### src/rtl/bit_serializer.sv
// rtl/bit_serializer.sv - parallel-to-serial shifter with valid/ready word input and idle-level gap.
// Optional BIT_SERIALIZER_PARITY_EN appends an even-parity bit after each word.
module bit_serializer #(
  parameter int WIDTH      = 8,
  parameter bit MSB_FIRST  = 1'b1,
  parameter bit IDLE_BIT   = 1'b0,
  parameter int GAP_CYCLES = 0
) (
  input  logic             clk,
  input  logic             rst,
  input  logic [WIDTH-1:0] data_in,
  input  logic             data_valid,
  output logic             data_ready,
  output logic             serial_out,
  output logic             busy,
  output logic             done
);

  localparam int CW = (WIDTH > 1) ? $clog2(WIDTH) : 1;
  localparam logic [CW-1:0] CNT_LOAD = CW'(WIDTH - 1);
  localparam logic [7:0] GAP_LOAD = (GAP_CYCLES > 0) ? 8'(GAP_CYCLES - 1) : 8'd0;

  typedef enum logic [1:0] {
    S_IDLE,
    S_SHIFT,
    S_PARITY,
    S_GAP
  } state_t;

  state_t            state_q, state_d;
  logic [WIDTH-1:0]  word_q, word_d;
  logic [CW-1:0]     cnt_q, cnt_d;
  logic [7:0]        gap_q, gap_d;
  logic              sout_q, sout_d;
`ifdef BIT_SERIALIZER_PARITY_EN
  logic              parity_q, parity_d;
`endif

  always_ff @(posedge clk) begin
    if (rst) begin
      state_q  <= S_IDLE;
      word_q   <= '0;
      cnt_q    <= '0;
      gap_q    <= '0;
      sout_q   <= IDLE_BIT;
`ifdef BIT_SERIALIZER_PARITY_EN
      parity_q <= 1'b0;
`endif
    end else begin
      state_q  <= state_d;
      word_q   <= word_d;
      cnt_q    <= cnt_d;
      gap_q    <= gap_d;
      sout_q   <= sout_d;
`ifdef BIT_SERIALIZER_PARITY_EN
      parity_q <= parity_d;
`endif
    end
  end

  // The head of word_q is the bit presented next; serial_out is the registered copy.
  always_comb begin
    state_d  = state_q;
    word_d   = word_q;
    cnt_d    = cnt_q;
    gap_d    = gap_q;
    sout_d   = IDLE_BIT;
    done     = 1'b0;
`ifdef BIT_SERIALIZER_PARITY_EN
    parity_d = parity_q;
`endif
    case (state_q)
      S_IDLE: begin
        if (data_valid) begin
          word_d  = data_in;
          cnt_d   = CNT_LOAD;
          sout_d  = MSB_FIRST ? data_in[WIDTH-1] : data_in[0];
          state_d = S_SHIFT;
`ifdef BIT_SERIALIZER_PARITY_EN
          parity_d = ^data_in;
`endif
        end
      end
      S_SHIFT: begin
        if (cnt_q != '0) begin
          cnt_d  = cnt_q - 1'b1;
          word_d = MSB_FIRST ? (word_q << 1) : (word_q >> 1);
          sout_d = MSB_FIRST ? word_q[WIDTH-2] : word_q[1];
        end else begin
`ifdef BIT_SERIALIZER_PARITY_EN
          sout_d  = parity_q;
          state_d = S_PARITY;
`else
          done = 1'b1;
          if (GAP_CYCLES > 0) begin
            state_d = S_GAP;
            gap_d   = GAP_LOAD;
          end else begin
            state_d = S_IDLE;
          end
`endif
        end
      end
      S_PARITY: begin
        done = 1'b1;
        if (GAP_CYCLES > 0) begin
          state_d = S_GAP;
          gap_d   = GAP_LOAD;
        end else begin
          state_d = S_IDLE;
        end
      end
      S_GAP: begin
        if (gap_q == 8'd0) begin
          state_d = S_IDLE;
        end else begin
          gap_d = gap_q - 8'd1;
        end
      end
      default: state_d = S_IDLE;
    endcase
  end

  assign data_ready = (state_q == S_IDLE) && !rst;
  assign serial_out = sout_q;
  assign busy       = (state_q != S_IDLE);

endmodule
### config.mk
export PLATFORM = sky130hd
export DESIGN_NAME = bit_serializer
export DESIGN_NICKNAME = d
export VERILOG_FILES = /design/src/rtl/bit_serializer.sv
export SDC_FILE = /design/constraint.sdc
export NUM_CORES = 1
export LEC_CHECK = 0
export BUFFER_PORTS_ARGS = -buffer_cell sky130_fd_sc_hd__buf_4
export CAP_MARGIN = 20
export CORE_MARGIN = 8
export CORE_UTILIZATION = 50
export DETAILED_ROUTE_END_ITERATION = 7
export GPL_TIMING_DRIVEN = 0
export PLACE_DENSITY = 0.75
export SYNTH_ARGS = -nofsm -noshare
export SYNTH_HDL_FRONTEND = slang
export SYNTH_SLANG_ARGS = --single-unit
### constraint.sdc
create_clock -name clk -period 1.5 [get_ports clk]
set_input_delay 0.075 -clock clk [delete_from_list [all_inputs] [get_ports clk]]
set_output_delay 0.075 -clock clk [all_outputs]
set_load 0.005 [all_outputs]
Word-level counts from Yosys, hierarchy flattened:

Index checks and enable logic that the tools add are counted.
W data, S select, Z words.

* input port bits: 11
* logic and storage cells: 40
* bits in registers: 21
* output and inout bits: 4

* add/subtract/negate cells: 2
* eq/ne operators: 7
* reductions and logical operators: 10
* bitwise logic cells: 1
* multiplexer cells: 15

Operators by type and width (number)
* $mux W7: 2
* $pmux W7 S2: 1
* $logic_not A8 Y1: 1
* $ne A2 B2 Y1 const B: 4
* $pmux W2 S4: 1
* $sub A8 B1 Y8 const B: 1
* $mux W2: 3
* $mux W3: 2
* $pmux W3 S2: 1
* $reduce_and A3 Y1: 2
* $eq A2 B2 Y1 const B: 2
* $pmux W1 S2: 2
* $reduce_bool A2 Y1: 2
* $mux W1: 3
* $reduce_bool A3 Y1: 1
* $sub A3 B1 Y3 const B: 1
* $eq A2 B1 Y1 const B: 1
* $logic_not A2 Y1: 1
* $reduce_and A2 Y1: 1
* $logic_and A1 B1 Y1: 1
* $logic_not A1 Y1: 1
* $not A1 Y1: 1

Logic depth before layout (Yosys ltp):

Gate-level depths: netlist of run 1.

* depth in word-level cells: 3
* depth in mapped cells: 6
* depth with buffers taken out: 5

Worst setup path before layout of run 1:

No wires, ideal clock.

* path kind: reg2reg
* start: register cnt_q[0]
* end: register cnt_q[0]
* library setup time: 79 ps
* slack: 257 ps
* cell stages (with the launch flop): 7
* buffers on the path: 1
* period minus slack after synthesis: 1243 ps
* arrival: 1163 ps
* required time: 1421 ps
* cells stage by stage: dfxtp_1 -> inv_1 -> ha_1 -> nor2b_1 -> buf_4 -> xnor2_1 -> a211oi_2

* longest elaborated chain between the ends: 3
* elaborated cells between the ends (all ways): 6
* those cells by class: add/sub: 1; eq/ne: 1; mux: 2; reduce/logical: 2

RTL lines
* start: declaration: line 32 `logic [CW-1:0] cnt_q, cnt_d;`
* start signal: assignment: line 52 `cnt_q <= cnt_d;`
* $sub A3 B1 Y3 / $reduce_bool A3 Y1 (equally long branches): line 86, 85
* $mux W3 / $ne A2 B2 Y1 (equally long branches)
* $pmux W3 S2 / $reduce_and A3 Y1 (equally long branches)

Several ways; a longest one is shown, not always the timed one. The select of a mux whose other input is x is not followed.
A chain may end at the register's enable or synchronous reset.

Worst setup path in the final report of run 1:

* start: input port rst
* end: output port data_ready

* longest elaborated chain between the ends: 2

RTL lines
* start: declaration: line 10 `input logic rst,`
* $logic_not A1 Y1: line 124 `assign data_ready = (state_q == S_IDLE) && !rst;`
* $logic_and A1 B1 Y1: line 124
* end: declaration: line 13 `output logic data_ready,`

No other way between the ends.

==> results of run 1 <==
-- cells by family (layout without fill, tap and decap cells) --
group,count (synthesis),after routing,share of synthesized area (%)
compound gates,19,19,22.8
buf+inv,10,27,9.00
fa+ha+maj,2,2,3.83
simple gates,33,33,24.7
mux,1,1,1.53
xor+xnor,1,1,1.34
flops,12,12,36.8
-- stage by stage --
stage	util, %	power (mW)	area (sq um)
final	64.8	0.800	812
after global routing	64.8	0.862	812
after CTS	64.8	0.810	812
after detailed placement	61.4	0.606	769
after global placement	61.4	0.598	769
after floorplan	-	0.535	653
-- cells in the final DEF, fill, tap and decap left out, types with 2 or more instances in the layout --
| master | count |
|---|---|
| nand2b_1 | 2 |
| nor2_1 | 3 |
| a211oi_1 | 6 |
| clkbuf_4 | 3 |
| a21oi_1 | 2 |
| buf_2 | 2 |
| nor3_1 | 2 |
| inv_1 | 2 |
| nand2_1 | 15 |
| buf_4 | 18 |
| nor2b_1 | 6 |
| dfxtp_1 | 12 |
| a311oi_1 | 6 |
| a31oi_1 | 2 |
-- critical path: stages --
cell,delay (ns)
dlygate4sd3_1,0.52
buf_4,0.12
buf_1,0.38
nor2_1,0.07
buf_4,0.15
-- state kept, by name, summed over array words and instances, names as in the netlist --
name,count
cnt_q,3
serial_out,1
state_q,1
word_q,7
-- routing by layer --
metal | global-route usage (%) | share of wire, % | up-vias
met5 | 0 | 0 | -
met1 | 14.1 | 46 | 276
li1 | - | - | 310
met3 | 6.84 | 6.1 | 2
met4 | 2.59 | 0.67 | 0
met2 | 19.8 | 47 | 12
-- worst paths after layout --
kind,from,endpoint,slack [ns],cells after the start
setup / recovery,rst,data_ready,0.09,5
hold / removal,data_in[7],serial_out,0.08,3
setup reg to reg,cnt_q[0],word_q[2],0.13,6
hold reg to reg,cnt_q[1],cnt_q[1],0.47,1
-- cell type report --
cell class | instances | area, sq um | share of cell area (%)
plain buffers | 7 | 43.8 | 5.39
clock buffers | 3 | 22.5 | 2.77
inverters | 2 | 7.51 | 0.924
multi-input cells | 56 | 364 | 44.8
flip-flops and latches | 12 | 240 | 29.6
well taps | 15 | 18.8 | 2.31
repair buffers | 15 | 115 | 14.2
-- power groups by stage --
stage | sequential (mW) | combinational (mW) | clock [mW]
after floorplan | 0.374 | 0.161 | 0
final | 0.374 | 0.235 | 0.191
after CTS | 0.374 | 0.236 | 0.201
after global placement | 0.377 | 0.221 | 0
after detailed placement | 0.379 | 0.227 | 0
after global routing | 0.378 | 0.262 | 0.222
-- what timing repair did --
item,CTS,global route
hold buffers,1,0
endpoints found under the setup margin,1,0
hold endpoints to repair,2,0
buffers inserted,1,0
resized for setup,3,0
==> results.tsv, run 1 <==
stage	metric	value	unit
yosys	Synth top area share	36.8	%
critical_path	CP Max Fanout	10	
detailed_routing	Pre-antenna DRT Iters	3	
timing	Worst Tran Pin Value	0.477	ns
detailed_routing	1st-iter DRT viols	9	
clocking	CTS tree	built	
yosys	syn_area_per_cell	8.37	sq um
yosys	Synth top cells by count	nand2_1, dfxtp_1, nor2b_1	
yosys	yosys warns	0	
power_and_ir_drop	Sw Ratio	29.6	%
yosys	top-count cell post-synth	nand2_1	
global_routing	largest net degree at the start of global routing	11	
place	Placer Congestion	0.741	
floorplanning	die area	2720	sq um
timing	Max Clock Freq	711	MHz
place	Detailed Place HPWL	1.09	mm
yosys	synthesized cell area	653	sq um
timing	Slew HR	68.2	%
min_path	Hold/Removal Path Class	input port to flip-flop	
yosys	Seq cells post-synth	12	
global_routing	GRT overflow	0	
timing	final setup TNS	0	ns
final_layout	fillcell total	105	
floorplanning	io pins	15	
detailed_routing	drt via density	5.45	
yosys	Main synth FF type	dfxtp_1	
place	Port Buffer Count	13	
yosys	Post-synth EDFFs	0	
place	pre-CTS setup slack	0.160	ns
yosys	register area share after synthesis	36.8	%
power_and_ir_drop	leakage	0.327	nW
final_layout	share of cells above drive strength 1	28.4	%
clocking	clock latency on the worst-skew pair	0.27	ns
timing	Clock Skew	0.00358	ns
global_routing	antenna violations before repair	0	
timing	Final Hold Viols	0	
timing	post-route minimum period	1.41	ns
power_and_ir_drop	PwrDens	985	nW/um^2
final_layout	Ant. Diodes	0	
timing	RSZ-0062 raised after global routing	false	
status	outcome	finished clean	
place	DP Cell Count	106	
timing	max-slew violation count	0	
floorplanning	initial cell density of the core	52.1	%
power_and_ir_drop	Clock power frac	23.9	%
critical_path	CP arrival	1.33	ns
global_routing	first-pass GRT wire length	2.57	mm
timing	final setup fails	0	
detailed_routing	drt total wl	1.49	mm
power_and_ir_drop	Pint	0.563	mW
critical_path	CP Class	input port to output port	
power_and_ir_drop	Seq pwr share	46.8	%
yosys	largest cells by area after synthesis	dfxtp_1, nand2_1, a311oi_1, a211oi_1, nor2b_1	
yosys	Gate Count Post-Synth	78	
global_routing	vias in the first global route	595	
floorplanning	Die X-Extent	52.1	um
clocking	CTS sink count	12	
yosys	area leader, netlist	dfxtp_1	
detailed_routing	number of remaining DRC errors	0	
yosys	FFs w/ async S/R, synth	0	%
timing	Tcrit/Tclk final	93.8	%
final_layout	fin nets	110	
final_layout	Layout area overhead	24.3	%
yosys	Synth cell types	24	
clocking	H-tree depth	1	
timing	PnR worst setup slack	0.0927	ns
floorplanning	die height	52.1	um
power_and_ir_drop	VDD IR max	0.716	mV
floorplanning	# rows	13	
power_and_ir_drop	switching pwr	0.237	mW
detailed_routing	routed len/inst	13.6	um
clocking	Root Buffer Master	clkbuf_4	
floorplanning	core footprint	1250	sq um
clocking	CTS Buffer Depth	2	
clocking	clock-pin slew on the worst setup and hold paths	0.07	ns
critical_path	crit path capture type	output port	
critical_path	CP Launch Type	input port	
detailed_routing	Vias	600	
final_layout	Non-Filler Instances	110	
yosys	Syn Nets	91	
power_and_ir_drop	combinational power share	29.3	%
timing	Hold Slack	0.0756	ns
detailed_routing	antenna violation net count after detailed routing	0	
run	Max Cap Viol	0	
clocking	number of buffers created by CTS	3	
critical_path	required time worst endpoint	1.42	ns
global_routing	total track usage	12.4	%
No activity file was read; power rests on OpenSTA's default activity.
==> inputs of run 2 (changes only) <==
BUFFER_PORTS_ARGS = -buffer_cell sky130_fd_sc_hd__buf_2   (was -buffer_cell sky130_fd_sc_hd__buf_4)
==> results.tsv, run 2 (synthesis results as in run 1) <==
stage	metric	value	unit	change
critical_path	CP Class	flip-flop to flip-flop		was input port to output port
global_routing	largest net degree at the start of global routing	11		unchanged
floorplanning	# rows	13		unchanged
timing	post-route minimum period	1.45	ns	was 1.41 ns
detailed_routing	drt via density	5.56		was 5.45
run	Max Cap Viol	0		unchanged
final_layout	share of cells above drive strength 1	36.1	%	was 28.4%
global_routing	first-pass GRT wire length	2.49	mm	was 2.57 mm
timing	final setup fails	0		unchanged
detailed_routing	drt total wl	1.57	mm	was 1.49 mm
place	pre-CTS setup slack	0.106	ns	was 0.160 ns
global_routing	total track usage	11.6	%	was 12.4%
timing	Tcrit/Tclk final	96.4	%	was 93.8%
clocking	CTS Buffer Depth	2		unchanged
timing	Slew HR	66.5	%	was 68.2%
final_layout	top flop regs	word_q x7, cnt_q x3		unchanged
power_and_ir_drop	Sw Ratio	29.9	%	was 29.6%
timing	final setup TNS	0	ns	unchanged
timing	Hold Slack	0.0194	ns	was 0.0756 ns
global_routing	vias in the first global route	603		was 595
final_layout	final core area utilization	65.5	%	was 64.8%
floorplanning	die area	2720	sq um	unchanged
final_layout	design area	821	sq um	was 812 sq um
power_and_ir_drop	VDD IR max	0.558	mV	was 0.716 mV
critical_path	CP Launch Type	flip-flop		was input port
clocking	clock-pin slew on the worst setup and hold paths	0.08	ns	was 0.07 ns
place	dpl cell area	737	sq um	was 769 sq um
floorplanning	die height	52.1	um	unchanged
power_and_ir_drop	switching pwr	0.266	mW	was 0.237 mW
global_routing	antenna violations before repair	0		unchanged
timing	RSZ-0062 raised after global routing	false		unchanged
floorplanning	Die X-Extent	52.1	um	unchanged
timing	Worst Tran Pin Value	0.503	ns	was 0.477 ns
critical_path	CP arrival	1.63	ns	was 1.33 ns
clocking	number of buffers created by CTS	3		unchanged
critical_path	Crit path top cell by count	buf_4		unchanged
critical_path	worst path bufs/invs	3		was 4
detailed_routing	1st-iter DRT viols	18		was 9
power_and_ir_drop	Clock power frac	29.6	%	was 23.9%
timing	PnR worst setup slack	0.0536	ns	was 0.0927 ns
place	DP Cell Count	106		unchanged
detailed_routing	Vias	623		was 600
place	Port Buffer Count	13		unchanged
timing	Max Clock Freq	691	MHz	was 711 MHz
final_layout	commonest cells after routing, fill and taps aside	nand2_1, buf_2, dfxtp_1		was buf_4, nand2_1, dfxtp_1
floorplanning	core footprint	1250	sq um	unchanged
clocking	CTS sink count	12		unchanged
critical_path	required time worst endpoint	1.68	ns	was 1.42 ns
power_and_ir_drop	PwrDens	1080	nW/um^2	was 985 nW/um^2
place	Placer Congestion	0.790		was 0.741
final_layout	Layout area overhead	25.7	%	was 24.3%
global_routing	GRT overflow	0		unchanged
critical_path	reg2reg setup slack	0.05	ns	was 0.13 ns
detailed_routing	routed len/inst	14.0	um	was 13.6 um
detailed_routing	Pre-antenna DRT Iters	4		was 3
status	outcome	finished clean		unchanged
clocking	clock latency on the worst-skew pair	0.27	ns	about the same
place	Detailed Place HPWL	1.13	mm	was 1.09 mm
critical_path	slowest stage delay, CP	0.36	ns	was 0.52 ns
clocking	Root Buffer Master	clkbuf_4		unchanged
timing	Final Hold Viols	0		unchanged
floorplanning	initial cell density of the core	52.1	%	unchanged
final_layout	Ant. Diodes	0		unchanged
critical_path	slowest cell on the critical path	dfxtp_2		was dlygate4sd3_1
final_layout	fin nets	111		was 110
critical_path	cell family with most CP delay	flip-flops		was buffers and inverters
power_and_ir_drop	Seq pwr share	42.3	%	was 46.8%
detailed_routing	antenna violation net count after detailed routing	0		unchanged
critical_path	CP Cell Sequence	inv_4, ha_4, nor2b_2, buf_4, buf_4, xnor2_1, a211oi_2		was dlygate4sd3_1, buf_4, buf_1, nor2_1, buf_4
power_and_ir_drop	Power, Total	0.890	mW	was 0.800 mW
floorplanning	io pins	15		unchanged
timing	max-slew violation count	0		unchanged
final_layout	number of flip-flops in the largest register	7		unchanged
clocking	H-tree depth	1		unchanged
final_layout	Non-Filler Instances	112		was 110
final_layout	Largest Register	word_q		unchanged
critical_path	CP Max Fanout	7		was 10
min_path	Hold/Removal Path Class	input port to flip-flop		unchanged
clocking	CTS tree	built		unchanged
detailed_routing	number of remaining DRC errors	0		unchanged
timing	Clock Skew	0.00445	ns	was 0.00358 ns
power_and_ir_drop	Pint	0.623	mW	was 0.563 mW
final_layout	most common cell after layout, fill and taps aside	nand2_1		was buf_4
critical_path	crit path capture type	flip-flop		was output port
power_and_ir_drop	leakage	0.331	nW	was 0.327 nW
power_and_ir_drop	combinational power share	28.1	%	was 29.3%
-- run 2: cell count changes in the layout (fill, tap and decap cells not counted), sizes merged --
cell	previous run	this run
buf	21	23
clkbuf	3	4
dlygate4sd3	1	0
-- run 2: metal layers --
| metal | up-vias | share of wire, % | track usage [%] |
|---|---|---|---|
| li1 | 312 | - | - |
| met1 | 287 | 46 | 13.3 |
| met2 | 18 | 46 | 19.2 |
| met3 | 6 | 5.3 | 2.56 |
| met4 | 0 | 2.8 | 6.90 |
| met5 | - | 0 | 0 |
-- run 2: power groups by stage --
stage               Combinational [mW]  Sequential [mW]  Clock [mW]
floorplan                        0.161            0.374           0
global placement                 0.209            0.377           0
detailed placement               0.218            0.379           0
CTS                              0.233            0.373       0.264
global route                     0.274            0.380       0.283
finish                           0.250            0.376       0.263
-- run 2: path summary, 6_finish.rpt --
check	from	endpoint	cells after the start
worst max-delay path	cnt_q[0]	cnt_q[0]	7
worst min-delay path	rst	word_q[6]	2
worst max register to register	cnt_q[0]	cnt_q[0]	7
worst min register to register	cnt_q[1]	cnt_q[1]	1
-- run 2: worst reg2reg max path, cell delays in order (launching register included) --
cell and delay, ns:
dfxtp_2 0.36, inv_4 0.05, ha_4 0.15, nor2b_2 0.14
buf_4 0.13, buf_4 0.15, xnor2_1 0.14, a211oi_2 0.23
-- run 2: what timing repair did --
| action | CTS | global route |
|---|---|---|
| setup endpoints to repair | 1 | 7 |
| buffers inserted | 2 | 0 |
| pin swaps | 0 | 0 |
| gates resized for setup | 2 | 8 |
| hold buffers | 0 | 0 |
-- run 2: cell type report --
| class | count | area (sq um) |
|---|---|---|
| Buffer | 8 | 51.3 |
| Multi-Input combinational cell | 56 | 375 |
| Sequential cell | 12 | 243 |
| Fill cell | 104 | 432 |
| Tap cell | 15 | 18.8 |
| Timing Repair Buffer | 15 | 86.3 |
| Inverter | 2 | 10.0 |
| Clock buffer | 4 | 36.3 |
